**src/rtl/ls_usb_rx_ctrl.sv**
```systemverilog
// Low-speed USB receive packet controller.
// Sits behind the bit-level receiver: validates SYNC and PID, decodes tokens,
// streams DATA payload (holding back the trailing CRC16), checks CRC5/CRC16
// and length, and reports a per-packet status strobe at end of packet.
module ls_usb_rx_ctrl (
  input  logic       clk,
  input  logic       rst_n,
  input  logic       eop,
  input  logic [7:0] rdata,
  input  logic       rdata_ready,
  input  logic [3:0] rbyte_cnt,
  input  logic [6:0] dev_addr,
  output logic [3:0] pid,
  output logic [1:0] pkt_kind,
  output logic [3:0] tok_ep,
  output logic       tok_match,
  output logic [7:0] pl_data,
  output logic       pl_valid,
  output logic [3:0] pl_len,
  output logic       pkt_done,
  output logic       pkt_ok,
  output logic [3:0] err
);

  localparam logic [7:0]  SYNC_BYTE = 8'h80;
  localparam logic [4:0]  CRC5_RES  = 5'b01100;
  localparam logic [15:0] CRC16_RES = 16'h800D;
  localparam logic [3:0]  MAX_DATA  = 4'd10;   // payload 8 + CRC16 2

  // err bit positions: {len, crc, pid, sync}
  localparam logic [3:0] E_SYNC = 4'b0001;
  localparam logic [3:0] E_PID  = 4'b0010;
  localparam logic [3:0] E_CRC  = 4'b0100;
  localparam logic [3:0] E_LEN  = 4'b1000;

  typedef enum logic [2:0] {
    S_IDLE, S_PID, S_TOKEN1, S_TOKEN2, S_DATA, S_HSK, S_DISCARD
  } state_t;

  state_t      state_q;
  logic [3:0]  pid_q;
  logic [1:0]  kind_q;
  logic [3:0]  tok_ep_q;
  logic        tok_match_q;
  logic [7:0]  pl_data_q;
  logic        pl_valid_q;
  logic [3:0]  pl_len_q;
  logic        done_q;
  logic        ok_q;
  logic [3:0]  err_q;
  logic        eop_q;       // eop delayed, for rising-edge detection
  logic        eop_pend_q;  // eop rose together with a byte; finish next cycle
  logic        supp_q;      // packet joined mid-stream, no status report
  logic [3:0]  cnt_q;       // bytes received after the PID
  logic [7:0]  hold0_q;     // newest byte of the CRC holding pipe
  logic [7:0]  hold1_q;     // oldest byte of the CRC holding pipe
  logic [4:0]  crc5_q;
  logic [15:0] crc16_q;
  logic [7:0]  tok_b1_q;

  logic        eop_rise;
  logic        eop_fire;
  logic [3:0]  err_base_d;
  logic [3:0]  len_base_d;
  logic [3:0]  eop_err_d;
  logic [3:0]  fin_err_d;
  logic [4:0]  crc5_d;
  logic [15:0] crc16_d;

  // CRC5, poly x^5+x^2+1, one byte shifted in LSB first.
  function automatic logic [4:0] crc5_byte(input logic [4:0] c, input logic [7:0] d);
    logic [4:0] r;
    r = c;
    for (int i = 0; i < 8; i++) begin
      if (d[i] ^ r[4]) r = {r[3:0], 1'b0} ^ 5'h05;
      else             r = {r[3:0], 1'b0};
    end
    return r;
  endfunction

  // CRC16, poly 0x8005, one byte shifted in LSB first.
  function automatic logic [15:0] crc16_byte(input logic [15:0] c, input logic [7:0] d);
    logic [15:0] r;
    r = c;
    for (int i = 0; i < 8; i++) begin
      if (d[i] ^ r[15]) r = {r[14:0], 1'b0} ^ 16'h8005;
      else              r = {r[14:0], 1'b0};
    end
    return r;
  endfunction

  // A byte arriving with the eop edge is handled first; completion is deferred.
  assign eop_rise   = eop && !eop_q;
  assign eop_fire   = eop_pend_q || (eop_rise && !rdata_ready);
  // Status of the previous packet clears the cycle after its done strobe.
  assign err_base_d = done_q ? 4'd0 : err_q;
  assign len_base_d = done_q ? 4'd0 : pl_len_q;
  assign crc5_d     = crc5_byte(crc5_q, rdata);
  assign crc16_d    = crc16_byte(crc16_q, rdata);
  assign fin_err_d  = err_base_d | eop_err_d;

  // Errors that only become known when the packet ends.
  always_comb begin
    eop_err_d = 4'd0;
    case (state_q)
      S_PID, S_TOKEN1: eop_err_d = E_LEN;
      S_TOKEN2:        if (cnt_q < 4'd2) eop_err_d = E_LEN;
      S_DATA: begin
        if (cnt_q < 4'd2)              eop_err_d = E_LEN;
        else if (crc16_q != CRC16_RES) eop_err_d = E_CRC;
      end
      default: eop_err_d = 4'd0;
    endcase
  end

  // Packet FSM with registered outputs.
  always_ff @(posedge clk or negedge rst_n) begin
    if (!rst_n) begin
      state_q     <= S_IDLE;
      pid_q       <= 4'd0;
      kind_q      <= 2'd0;
      tok_ep_q    <= 4'd0;
      tok_match_q <= 1'b0;
      pl_data_q   <= 8'd0;
      pl_valid_q  <= 1'b0;
      pl_len_q    <= 4'd0;
      done_q      <= 1'b0;
      ok_q        <= 1'b0;
      err_q       <= 4'd0;
      eop_q       <= 1'b0;
      eop_pend_q  <= 1'b0;
      supp_q      <= 1'b0;
      cnt_q       <= 4'd0;
      hold0_q     <= 8'd0;
      hold1_q     <= 8'd0;
      crc5_q      <= 5'd0;
      crc16_q     <= 16'd0;
      tok_b1_q    <= 8'd0;
    end else begin
      eop_q      <= eop;
      done_q     <= 1'b0;
      ok_q       <= 1'b0;
      pl_valid_q <= 1'b0;
      err_q      <= err_base_d;
      pl_len_q   <= len_base_d;
      if (eop_fire) begin
        eop_pend_q <= 1'b0;
        if (state_q != S_IDLE && !supp_q) begin
          done_q <= 1'b1;
          err_q  <= fin_err_d;
          ok_q   <= (fin_err_d == 4'd0) && (kind_q != 2'd3);
        end
        state_q <= S_IDLE;
        supp_q  <= 1'b0;
      end else begin
        if (eop_rise && rdata_ready) eop_pend_q <= 1'b1;
        if (rdata_ready) begin
          case (state_q)
            S_IDLE: begin
              if (rbyte_cnt != 4'd0) begin
                supp_q  <= 1'b1;
                state_q <= S_DISCARD;
              end else if (rdata == SYNC_BYTE) begin
                state_q <= S_PID;
              end else begin
                err_q   <= err_base_d | E_SYNC;
                state_q <= S_DISCARD;
              end
            end
            S_PID: begin
              cnt_q <= 4'd0;
              if (rdata[7:4] != ~rdata[3:0]) begin
                err_q   <= err_base_d | E_PID;
                kind_q  <= 2'd3;
                state_q <= S_DISCARD;
              end else begin
                pid_q <= rdata[3:0];
                case (rdata[1:0])
                  2'b01: begin kind_q <= 2'd0; state_q <= S_TOKEN1; end
                  2'b11: begin kind_q <= 2'd1; state_q <= S_DATA; crc16_q <= 16'hFFFF; end
                  2'b10: begin kind_q <= 2'd2; state_q <= S_HSK; end
                  default: begin kind_q <= 2'd3; state_q <= S_DISCARD; end
                endcase
              end
            end
            S_TOKEN1: begin
              tok_b1_q <= rdata;
              crc5_q   <= crc5_byte(5'h1F, rdata);
              cnt_q    <= 4'd1;
              state_q  <= S_TOKEN2;
            end
            S_TOKEN2: begin
              if (cnt_q == 4'd1) begin
                cnt_q       <= 4'd2;
                tok_ep_q    <= {rdata[2:0], tok_b1_q[7]};
                tok_match_q <= (tok_b1_q[6:0] == dev_addr);
                if (crc5_d != CRC5_RES) err_q <= err_base_d | E_CRC;
              end else begin
                err_q   <= err_base_d | E_LEN;
                state_q <= S_DISCARD;
              end
            end
            S_DATA: begin
              if (cnt_q == MAX_DATA) begin
                err_q   <= err_base_d | E_LEN;
                state_q <= S_DISCARD;
              end else begin
                cnt_q   <= cnt_q + 4'd1;
                crc16_q <= crc16_d;
                hold1_q <= hold0_q;
                hold0_q <= rdata;
                // Pipe already holds two bytes: the oldest is payload, not CRC.
                if (cnt_q >= 4'd2) begin
                  pl_data_q  <= hold1_q;
                  pl_valid_q <= 1'b1;
                  pl_len_q   <= len_base_d + 4'd1;
                end
              end
            end
            S_HSK: begin
              err_q   <= err_base_d | E_LEN;
              state_q <= S_DISCARD;
            end
            default: ;
          endcase
        end
      end
    end
  end

  assign pid       = pid_q;
  assign pkt_kind  = kind_q;
  assign tok_ep    = tok_ep_q;
  assign tok_match = tok_match_q;
  assign pl_data   = pl_data_q;
  assign pl_valid  = pl_valid_q;
  assign pl_len    = pl_len_q;
  assign pkt_done  = done_q;
  assign pkt_ok    = ok_q;
  assign err       = err_q;

endmodule

```
**config.mk**
```make
export PLATFORM = sky130hd
export DESIGN_NAME = ls_usb_rx_ctrl
export DESIGN_NICKNAME = d
export VERILOG_FILES = /design/src/rtl/ls_usb_rx_ctrl.sv
export SDC_FILE = /design/constraint.sdc
export NUM_CORES = 1
export LEC_CHECK = 0
export ABC_AREA = 1
export CORE_MARGIN = 5
export CORE_UTILIZATION = 30
export DETAILED_ROUTE_END_ITERATION = 7
export GPL_TIMING_DRIVEN = 0
export MAX_ROUTING_LAYER = met4
export PLACE_DENSITY = 0.53
export SLEW_MARGIN = 40
export SYNTH_ARGS = -nofsm -noshare
export SYNTH_HDL_FRONTEND = slang
export SYNTH_SLANG_ARGS = --single-unit
```
**constraint.sdc**
```tcl
create_clock -name clk -period 3.2 [get_ports clk]
set_clock_uncertainty 0.15 [all_clocks]
set_input_delay 0.64 -clock clk [delete_from_list [all_inputs] [get_ports clk]]
set_output_delay 0.64 -clock clk [all_outputs]
set_load 0.02 [all_outputs]
```
Yosys cells after proc, flatten, opt, wreduce, memory -nomap -nowiden
Index checks and enable logic that the tools add are counted.
W data, S select, Z words.
{ "word_totals": {"register_bits": 85, "inputBits": 23, "out_inout_bits": 30, "word_cells": 227} }
{ "classes": {"addsub": 2, "order_cmp": 2, "n_eq_ne": 22, "muxes": 99, "bitwise": 51, "n_reduce_logical": 31} }
{ "op_table": {"columns": ["cell", "n"], "rows": [
  ["$mux W16", 11],
  ["$mux W5", 21],
  ["$mux W3", 25],
  ["$mux W4", 16],
  ["$pmux W16 S2", 1],
  ["$not A2 Y2", 15],
  ["$not A3 Y3", 8],
  ["$xor A1 B1 Y1", 23],
  ["$pmux W4 S5", 1],
  ["$pmux W3 S6", 1],
  ["$mux W1", 17],
  ["$ne A16 B16 Y1 const B", 1],
  ["$pmux W4 S4", 1],
  ["$reduce_and A4 Y1", 4],
  ["$pmux W4 S3", 1],
  ["$ne A2 B2 Y1 const B", 5],
  ["$reduce_and A5 Y1", 2],
  ["$reduce_bool A2 Y1", 5],
  ["$pmux W3 S3", 1],
  ["$reduce_and A3 Y1", 3],
  ["$add A4 B1 Y4 const B", 2],
  ["$eq A8 B8 Y1 const B", 1],
  ["$reduce_bool A4 Y1", 2],
  ["$eq A7 B7 Y1", 1],
  ["26 further kinds", 39]
]} }

Logic depth before layout (Yosys ltp)
Gate-level depths: netlist (run 1).
{ "depth": {"ltp_word": 37, "ltp_mapped": 16, "ltp_nobuf": 15} }

Worst setup path before layout (run 1)
OpenSTA, ideal clock, no wires.
{ "synth_path": {"path_kind": "input -> register", "from": "input rdata[5]", "to": "register crc16_q[15]", "setup_time_ns": 0.113, "arrival_time_ns": 1.683, "required_ns": 2.937, "path_slack_ns": 1.255, "stages": 15, "path_buffers": 1, "cell_sequence": "buf_4 nand2_1 nand2_2 nor2_2 inv_1 nand2_1 nand2_2 nand2_1 nand2_2 nand2_2 nand2_1 nand3_1 nand3_1 nand2_1 inv_1"} }
{ "synth_via": {"elab_chain_len": 8, "word_cells_on_any_way": 11, "classes_between": "2 x eq/ne; 5 x mux; 3 x bitwise; 1 x reduce/logical"} }
{ "synth_rtl": {"columns": ["item", "line_no", "source"], "rows": [
  ["from (decl)", "9", "input logic [7:0] rdata,"],
  ["$xor A1 B1 Y1", "86", "if (d[i] ^ r[15]) r = {r[14:0], 1'b0} ^ 16'h8005;"],
  ["$mux W16", "86", null],
  ["$xor A1 B1 Y1", "86", null],
  ["$mux W16", "86", null],
  ["$xor A1 B1 Y1", "86", null],
  ["$mux W16", "86", null],
  ["$mux W16", "204", "if (cnt_q == MAX_DATA) begin"],
  ["$pmux W16 S2", "158", "case (state_q)"],
  ["to (signal assigned)", "209", "crc16_q <= crc16_d;"],
  ["to (decl)", "58", "logic [15:0] crc16_q;"]
]} }
Parallel ways exist; a longest one is shown, timed or not. The select of a mux whose other input is x is not followed.
A chain may end at the register's enable or synchronous reset.

Worst setup path in the final report (run 1)
{ "layout_path": {"from": "input rdata[0]", "to": "register crc16_q[15]"} }
{ "layout_via": {"elab_chain_len": 18, "word_cells_on_any_way": 24, "classes_between": "4 x eq/ne; 10 x mux; 9 x bitwise; 1 x reduce/logical"} }
{ "layout_rtl": {"columns": ["item", "line_no"], "rows": [
  ["$xor A1 B1 Y1", "86"],
  ["$mux W16", "86"],
  ["$xor A1 B1 Y1", "86"],
  ["$mux W16", "86"],
  ["$xor A1 B1 Y1", "86"],
  ["$mux W16", "86"],
  ["$xor A1 B1 Y1", "86"],
  ["$mux W16", "86"],
  ["[2 not listed]", null],
  ["$xor A1 B1 Y1", "86"],
  ["$mux W16", "86"],
  ["$xor A1 B1 Y1", "86"],
  ["$mux W16", "86"],
  ["$xor A1 B1 Y1", "86"],
  ["$mux W16", "86"],
  ["$mux W16", "204"],
  ["$pmux W16 S2", "158"]
]} }
Parallel ways exist; a longest one is shown, timed or not. The select of a mux whose other input is x is not followed.

==> results.cfg, run 1 <==
[outcome]
run_status = completed

[clocking]
cts.sinks = 85
cts_buffers = 9
cts_hold_buffers = 0
post_cts_buffers = 0
cts_tree = built
cts_max_level = 3
cts-resized-gates = 0
clkTransAtPathRegs_ns = 0.06
clk_root_buffer_cell = clkbuf_16
clockBufferDepth = 2
clock_latency_ns = 0.34

[power]
power_density_nw_per_um2 = 891
net-switching-power_mw = 1.93
p_seq_frac = 0.362
pwr-share-comb = 0.408
p_leak_nw = 2.63
clock_power_share = 0.230
p_int_mw = 2.99
sw_frac_of_total = 0.392
ir_drop_v = 0.000309

[setup_path]
r2r-end = crc16_q[4]
rrSetupSlack_ns = 1.23
start_kind = primary input
crit_chain = clkdlybuf4s50_1 -> buf_6 -> inv_4 -> nand2_2 -> nand2_4 -> nor2_4 -> inv_1 -> nand2_1 -> nand2_1 -> nand2_1 -> nand2_2 -> nand2_2 -> nand2_1 -> nand3_1 -> nand3_1 -> nand2_1 -> inv_1
cp.required_ns = 3.29
arrival_ns = 2.51
crit_top_cell = nand2_1
cp_slowest_cell = clkdlybuf4s50_1
r2r.worst_path.cells = 10
worstSetupEndpointType = flop
cpPeakStageDelay_ns = 0.58
critical_path_class = in -> reg
reg2reg_from = cnt_q[0]
crit_path_max_fanout = 7

[cells_and_area]
diodes = 0
final_area_um2 = 5520
final_nets = 614
final_common_cell = nand2_1
nFillCells = 1507
multi_input_area_um2 = 1970
final_cell_mix = nand2_1, dfrtp_1, inv_1
area_growth_pct = 23.8
drive_gt1_frac = 0.123
ff_latch_area_um2 = 2130

[die]
die_w_um = 132
die_area_um2 = 17400
row_count = 44
start_util = 0.307
core_um2 = 14500
io_pins = 53
fp.dieH_um = 132

[logic_synthesis]
yosys_warnings = 0
syn_area_um2 = 4460
synthesis.nets = 554
synth_cell_types = 42
synthCells = 522
synth_seq_area_share = 0.477
synth_edf_count = 0
synth-seq-cells = 85
synthArstFlopShare = 1.00
avgSynthCellArea_um2 = 8.54
synth_flop_cell = dfrtp_1

[detailed_routing]
post-route-drc-count = 0
dr.pass1.iters = 4
viasPerCell = 4.70
ant_nets = 0
wl_per_cell_um = 14.4
routed_wirelength_mm = 11.1
num_vias = 3623
drt_iter0_drc = 264

[grt]
grt_max_degree = 56
grt_antenna_before_repair = 0
grt_first_pass_wirelength_mm = 18.8
grt_pass1_vias = 3668
overflow = 0
grt_usage = 0.137

[sta]
slew_violations = 0
rsz0062_at_grt = false
final-hold-violation-count = 0
setup-tns-final_ns = 0
min_period_ns = 2.42
hold_slack_ns = 0.0202
final.setup.worst_slack_ns = 0.777
fmax_mhz = 413
setup_viol = 0
final.period_utilization = 0.757
tightest_slew_ns = 0.596
max-slew-margin-rel = 0.599

[place]
dp_hpwl_mm = 8.36
dpl_cell_area_um2 = 5200
finalWeightedCongestion = 0.861
pre_cts_ws_ns = 0.366
place.port_buffers = 48

[hold_path]
min_path_type = in -> async

[run]
maxCapViolCount = 0
-- how the worst max path moves through the flow --
| stage | from | slack (ns) | depth (start not counted) | endpoint |
|---|---|---|---|---|
| detailed placement | rdata[3] | 0.37 | 9 | crc16_q[4] |
| CTS | rdata[3] | 0.73 | 9 | crc16_q[4] |
| global route | rdata[3] | 0.58 | 9 | crc16_q[4] |
| global placement | rst_n | -1.79 | 1 | crc16_q[12] |
| finish | rdata[0] | 0.78 | 17 | crc16_q[15] |
| floorplan | rdata[5] | 1.25 | 15 | crc16_q[15] |
-- sequential cells by signal, indices dropped and copies added (netlist names) --
name,cells
pl_valid,1
hold1_q,8
err,4
tok_ep,4
crc16_q,16
crc5_q,5
tok_match,1
eop_q,1
hold0_q,8
pkt_done,1
pid,4
cnt_q,4
pl_data,8
eop_pend_q,1
pkt_kind,2
pl_len,4
tok_b1_q,8
pkt_ok,1
supp_q,1
state_q,3
-- through the flow --
stage	utilization	total power, mW	instances
global placement	0.356	3.78	754
detailed placement	0.358	3.83	755
floorplan	-	3.16	522
global route	0.380	5.33	771
CTS	0.380	4.99	771
finish	0.380	4.92	771
-- metal layers --
layer  up-vias  global-route usage  wire, µm
li1       1794                   -         -
met1      1750               0.184      5280
met2        69               0.208      5190
met3        10              0.0321       465
met4         0              0.0383       142
met5         -                   -         0
-- power groups by stage --
stage,Sequential (mW),Clock (mW),Combinational [mW]
floorplan,1.89,0,1.27
global placement,1.79,0,1.99
detailed placement,1.80,0,2.02
CTS,1.79,1.17,2.03
global route,1.84,1.22,2.27
finish,1.78,1.13,2.01
-- synthesized netlist by cell type, types with 3 or more instances --
master	number	area, µm²
a21oi_1	12	60.1
a22oi_1	7	52.6
a32oi_1	3	26.3
buf_4	3	22.5
buf_6	4	45.0
clkbuf_1	5	18.8
dfrtp_1	85	2130
ha_1	9	113
inv_1	54	203
inv_2	11	41.3
inv_4	3	18.8
nand2_1	135	507
nand2_2	14	87.6
nand3_1	15	75.1
nand4_1	3	18.8
nor2_1	29	109
nor2_2	3	18.8
nor2_4	3	33.8
nor3_1	5	25.0
nor4_1	7	43.8
o21ai_0	50	250
o22ai_1	3	18.8
xnor2_1	16	140
xor2_1	18	158
-- logic make-up (layout without fill, tap and decap cells) --
family / count (synthesis) / in the layout / share of synthesized area
simple gates: 220 / 220 / 0.224
flops: 85 / 85 / 0.477
xor+xnor: 36 / 36 / 0.0741
compound gates: 89 / 89 / 0.118
fa+ha+maj: 9 / 9 / 0.0253
buf+inv: 83 / 148 / 0.0816
-- critical path: cells and delay by family --
kind,cells,cell delay [ns]
AND/OR/NAND/NOR,12,0.96
buffers and inverters,5,0.91
-- area by class of cell --
cell class              count  share of cell area
clock buffers               9              0.0408
plain buffers              15              0.0184
repair buffers             49              0.0922
well taps                 184              0.0417
flip-flops and latches     85               0.385
clock inverters             7              0.0177
multi-input cells         354               0.356
inverters                  68              0.0476
(Power assumes the default switching activity.)
==> inputs of run 2 (changes only) <==
==> constraint.sdc (replaced) <==
create_clock -name clk -period 2.3 [get_ports clk]
set_clock_uncertainty 0.15 [all_clocks]
set_input_delay 0.46 -clock clk [delete_from_list [all_inputs] [get_ports clk]]
set_output_delay 0.46 -clock clk [all_outputs]
set_load 0.02 [all_outputs]
==> run 2 against run 1 <==
Against the previous run: hold slack improved by 0.25 ns; final cell count increased by 0.13%; combinational power increased by 39%; clock power increased by 39%; routed wire length increased by 0.25%; non-clock buffer count increased by 1; core utilization increased by 0.18 points; register-to-register slack got worse by 0.91 ns; global-route usage about the same; final area increased by 0.48%; setup slack got worse by 0.55 ns; critical path depth decreased by 7; critical path type unchanged; critical endpoint is now pl_len[0]; largest power group unchanged.
==> results.cfg, run 2 (synthesis results as in run 1) <==
[cells_and_area]
final_cell_mix = nand2_1, dfrtp_1, inv_1
area_growth_pct = 24.4
largest_register_ffs = 16
multi_input_area_um2 = 1970
drive_gt1_frac = 0.126
final_common_cell = nand2_1
final_util = 0.382
diodes = 0
layout.cells.non_filler = 772
final_area_um2 = 5550
regMostFlops = crc16_q
final_nets = 615
ff_latch_area_um2 = 2130
nFillCells = 1500

[detailed_routing]
dr.pass1.iters = 4
viasPerCell = 4.68
routed_wirelength_mm = 11.1
drt_iter0_drc = 267
post-route-drc-count = 0
num_vias = 3611
wl_per_cell_um = 14.4
ant_nets = 0

[clocking]
post_cts_buffers = 0
clk_root_buffer_cell = clkbuf_16
clockBufferDepth = 2
clkTransAtPathRegs_ns = 0.06
clock_latency_ns = 0.34
cts_buffers = 9
cts.sinks = 85
cts_max_level = 3
cts_tree = built

[setup_path]
path_buf_inv = 6
path_delay_family = buffers and inverters
worstSetupEndpointType = flop
r2r.worst_path.cells = 10
r2r-end = crc16_q[4]
reg2reg_from = cnt_q[0]
cp.depth = 10
crit_path_max_fanout = 10
start_kind = primary input
critical_path_class = in -> reg
crit_chain = clkdlybuf4s50_1 -> inv_2 -> nor2_2 -> inv_2 -> nor2_8 -> inv_4 -> nor2_4 -> buf_6 -> xor2_2 -> inv_1
arrival_ns = 2.16
crit_top_cell = inv_2
cpPeakStageDelay_ns = 0.48
cp_slowest_cell = clkdlybuf4s50_1
rrSetupSlack_ns = 0.32
cp.required_ns = 2.38

[hold_path]
hold_path_startpoint = rdata[2]
whs_endpoint = hold0_q[2]
whs_path_depth = 3
min_path_type = in -> reg

[sta]
slew_violations = 0
final.period_utilization = 0.903
final-hold-violation-count = 0
fmax_mhz = 481
min_period_ns = 2.08
tightest_slew_ns = 0.597
setup-tns-final_ns = 0
rsz0062_at_grt = false
setup_viol = 0
max-slew-margin-rel = 0.598

[power]
power_density_nw_per_um2 = 1230
p_int_mw = 4.17
net-switching-power_mw = 2.68
p_leak_nw = 2.67
clock_power_share = 0.230
total_power_mw = 6.85
ir_drop_v = 0.000428
p_seq_frac = 0.362
sw_frac_of_total = 0.392
pwr-share-comb = 0.408

[die]
core_um2 = 14500
io_pins = 53
die_area_um2 = 17400
start_util = 0.307
fp.dieH_um = 132
row_count = 44
die_w_um = 132

[place]
dp_cells = 755
finalWeightedCongestion = 0.861
dpl_cell_area_um2 = 5200
place.port_buffers = 48
dp_hpwl_mm = 8.36

[grt]
overflow = 0
grt_max_degree = 56
grt_usage = 0.137
grt_pass1_vias = 3671
grt_antenna_before_repair = 0
grt_first_pass_wirelength_mm = 18.9

[outcome]
run_status = completed

[run]
maxCapViolCount = 0
-- run 2: changes by cell type in the layout (fill, tap and decap cells not counted), sizes merged --
cell / change
clkdlybuf4s50: -4
dlymetal6s2s: +4
dlygate4sd3: +1
-- run 2: worst register-to-register path, stage by stage (launching register included) --
cell and delay, ns:
dfrtp_1 0.41, inv_1 0.09, ha_1 0.21, nand2_1 0.12, nor2_1 0.08, nand2_1 0.08, nand2_1 0.08, nor2_1 0.13
nand3_2 0.15, buf_4 0.21, a32oi_1 0.18
-- run 2: layer usage --
metal	part of all wire	track usage
met5	0	-
met4	0.013	0.0383
met3	0.043	0.0321
met2	0.47	0.208
met1	0.48	0.184
-- run 2: cell type report --
type / count / area share
plain buffers: 15 / 0.0183
clock buffers: 9 / 0.0406
clock inverters: 7 / 0.0176
inverters: 68 / 0.0474
multi-input cells: 354 / 0.356
flip-flops and latches: 85 / 0.383
well taps: 184 / 0.0415
repair buffers: 50 / 0.0954
-- run 2: worst max path at each step --
stage / slack (ns) / to / start
6_report: 0.22 / pl_len[0] / rdata_ready
4_1_cts: 0.01 / crc16_q[4] / rdata[3]
5_1_grt: 0.06 / pid[0] / rdata_ready
3_5_place_dp: -0.35 / crc16_q[4] / rdata[3]
2_1_floorplan: 0.53 / crc16_q[15] / rdata[5]
3_3_place_gp: -2.51 / crc16_q[12] / rst_n
-- run 2: stage by stage --
step | setup slack [ns] | hold WS (ns)
5_1_grt | 0.0623 | 0.282
2_1_floorplan | 0.535 | 0.0144
3_5_place_dp | -0.354 | 0.210
6_report | 0.223 | 0.266
3_3_place_gp | -2.51 | 0.313
4_1_cts | 0.0110 | 0.261
-- run 2: what timing repair did --
action,4_1_cts,5_1_grt
hold endpoints to repair,30,0
hold buffers,1,0
gates resized for setup,0,6
endpoints found under the setup margin,0,18
-- run 2: power by group through the flow --
stage / Sequential, mW / Clock [mW] / Combinational (mW)
floorplan: 2.62 / 0 / 1.77
global placement: 2.49 / 0 / 2.77
detailed placement: 2.51 / 0 / 2.82
CTS: 2.49 / 1.62 / 2.83
global route: 2.56 / 1.70 / 3.16
finish: 2.48 / 1.57 / 2.80
==> inputs of run 3 (changes only) <==
==> constraint.sdc (replaced) <==
create_clock -name clk -period 2.3 [get_ports clk]
set_clock_uncertainty 0.15 [all_clocks]
set_input_delay 0.23 -clock clk [delete_from_list [all_inputs] [get_ports clk]]
set_output_delay 0.23 -clock clk [all_outputs]
set_load 0.02 [all_outputs]
==> run 3 against run 2 <==
Against the previous run: clock power is essentially flat; via count grew 0.19%; global-route usage is the same; hold slack lost 0.23 ns; combinational power is essentially flat; setup slack gained 0.063 ns; critical path depth shrank 1; critical path type unchanged; largest cell class unchanged.
==> results.cfg, run 3 (synthesis results as in run 1) <==
[cells_and_area]
final_util = 0.381
drive_gt1_frac = 0.122
final_nets = 615
regMostFlops = crc16_q
final_common_cell = nand2_1
diodes = 0
nFillCells = 1503
area_growth_pct = 24.0
largest_register_ffs = 16
final_cell_mix = nand2_1, dfrtp_1, inv_1

[die]
core_um2 = 14500
die_area_um2 = 17400
fp.dieH_um = 132
die_w_um = 132
row_count = 44
start_util = 0.307
io_pins = 53

[detailed_routing]
ant_nets = 0
num_vias = 3618
drt_iter0_drc = 273
viasPerCell = 4.69
dr.pass1.iters = 4
post-route-drc-count = 0
routed_wirelength_mm = 11.1
wl_per_cell_um = 14.4

[setup_path]
cp_slowest_cell = clkdlybuf4s50_1
arrival_ns = 2.12
path_buf_inv = 3
crit_chain = clkdlybuf4s50_1 -> inv_2 -> nand2_1 -> a21oi_2 -> nand2_1 -> nand2_1 -> nand3_2 -> buf_4 -> a32oi_1
crit_top_cell = nand2_1
cp.depth = 9
path_delay_family = buffers and inverters
critical_path_class = in -> reg
reg2reg_from = cnt_q[0]
cp.required_ns = 2.40
worstSetupEndpointType = flop
rrSetupSlack_ns = 0.32
start_kind = primary input
crit_path_max_fanout = 10
r2r-end = crc16_q[4]
cpPeakStageDelay_ns = 0.60
r2r.worst_path.cells = 10

[sta]
slew_violations = 0
setup-tns-final_ns = 0
hold_slack_ns = 0.0346
setup_viol = 0
fmax_mhz = 497
max-slew-margin-rel = 0.599
final-hold-violation-count = 0
tightest_slew_ns = 0.596
final.period_utilization = 0.876
rsz0062_at_grt = false
min_period_ns = 2.01

[grt]
grt_max_degree = 56
overflow = 0
grt_first_pass_wirelength_mm = 18.9
grt_pass1_vias = 3671
grt_usage = 0.137
grt_antenna_before_repair = 0

[power]
power_density_nw_per_um2 = 1240
p_int_mw = 4.17
ir_drop_v = 0.000428
clock_power_share = 0.230
total_power_mw = 6.85
net-switching-power_mw = 2.68
sw_frac_of_total = 0.391
pwr-share-comb = 0.408
p_seq_frac = 0.362
p_leak_nw = 2.63

[clocking]
cts_max_level = 3
clk_root_buffer_cell = clkbuf_16
cts_buffers = 9
clockBufferDepth = 2
cts_tree = built
cts-resized-gates = 0
clkTransAtPathRegs_ns = 0.06
clock_latency_ns = 0.34
post_cts_buffers = 0
cts.sinks = 85
cts_hold_buffers = 1

[place]
dp_hpwl_mm = 8.36
place.port_buffers = 48
finalWeightedCongestion = 0.861

[hold_path]
whs_path_depth = 3
hold_path_startpoint = rdata[2]
min_path_type = in -> reg
whs_endpoint = hold0_q[2]

[outcome]
run_status = completed

[run]
maxCapViolCount = 0
run 3: power by group through the flow:
stage | combinational, mW | sequential [mW] | clock, mW
after floorplan | 1.77 | 2.62 | 0
after global routing | 3.16 | 2.56 | 1.70
after detailed placement | 2.82 | 2.51 | 0
after global placement | 2.77 | 2.49 | 0
final | 2.79 | 2.48 | 1.57
after CTS | 2.83 | 2.49 | 1.62
run 3: through the flow:
step | setup WS, ns | area, µm² | cells
after floorplan | 0.617 | 4460 | 522
after global placement | -2.28 | 5170 | 754
after detailed placement | -0.124 | 5200 | 755
after CTS | 0.241 | 5530 | 772
after global routing | 0.0883 | 5530 | 772
final | 0.286 | 5530 | 772
run 3: layout make-up:
| class | instances | area [µm²] | share of cell area |
|---|---|---|---|
| well taps | 184 | 230 | 0.0416 |
| inverters | 68 | 263 | 0.0475 |
| clock buffers | 9 | 225 | 0.0407 |
| flip-flops and latches | 85 | 2130 | 0.385 |
| clock inverters | 7 | 97.6 | 0.0176 |
| repair buffers | 50 | 519 | 0.0939 |
| multi-input cells | 354 | 1970 | 0.356 |
| plain buffers | 15 | 101 | 0.0183 |
run 3: worst max path at each step:
stage               slack [ns]           to      from
CTS                       0.24   crc16_q[4]  rdata[3]
finish                    0.29   crc16_q[4]  rdata[3]
detailed placement       -0.12   crc16_q[4]  rdata[3]
global placement         -2.28  crc16_q[12]     rst_n
global route              0.09   crc16_q[4]  rdata[3]
floorplan                 0.62    pl_len[0]  cnt_q[0]
run 3: layer usage:
layer  global-route usage  wire [µm]  vias up  share of wire
li1                     -          -     1797              -
met1                0.184       5290     1742           0.48
met2                0.208       5180       69           0.47
met3               0.0321        466       10          0.042
met4               0.0383        142        0          0.013
met5                    -          0        -              0
run 3: tightest hold or removal path: stages:
cell and delay, ns:
buf_6 0.13, nand2_1 0.06, o21ai_0 0.07
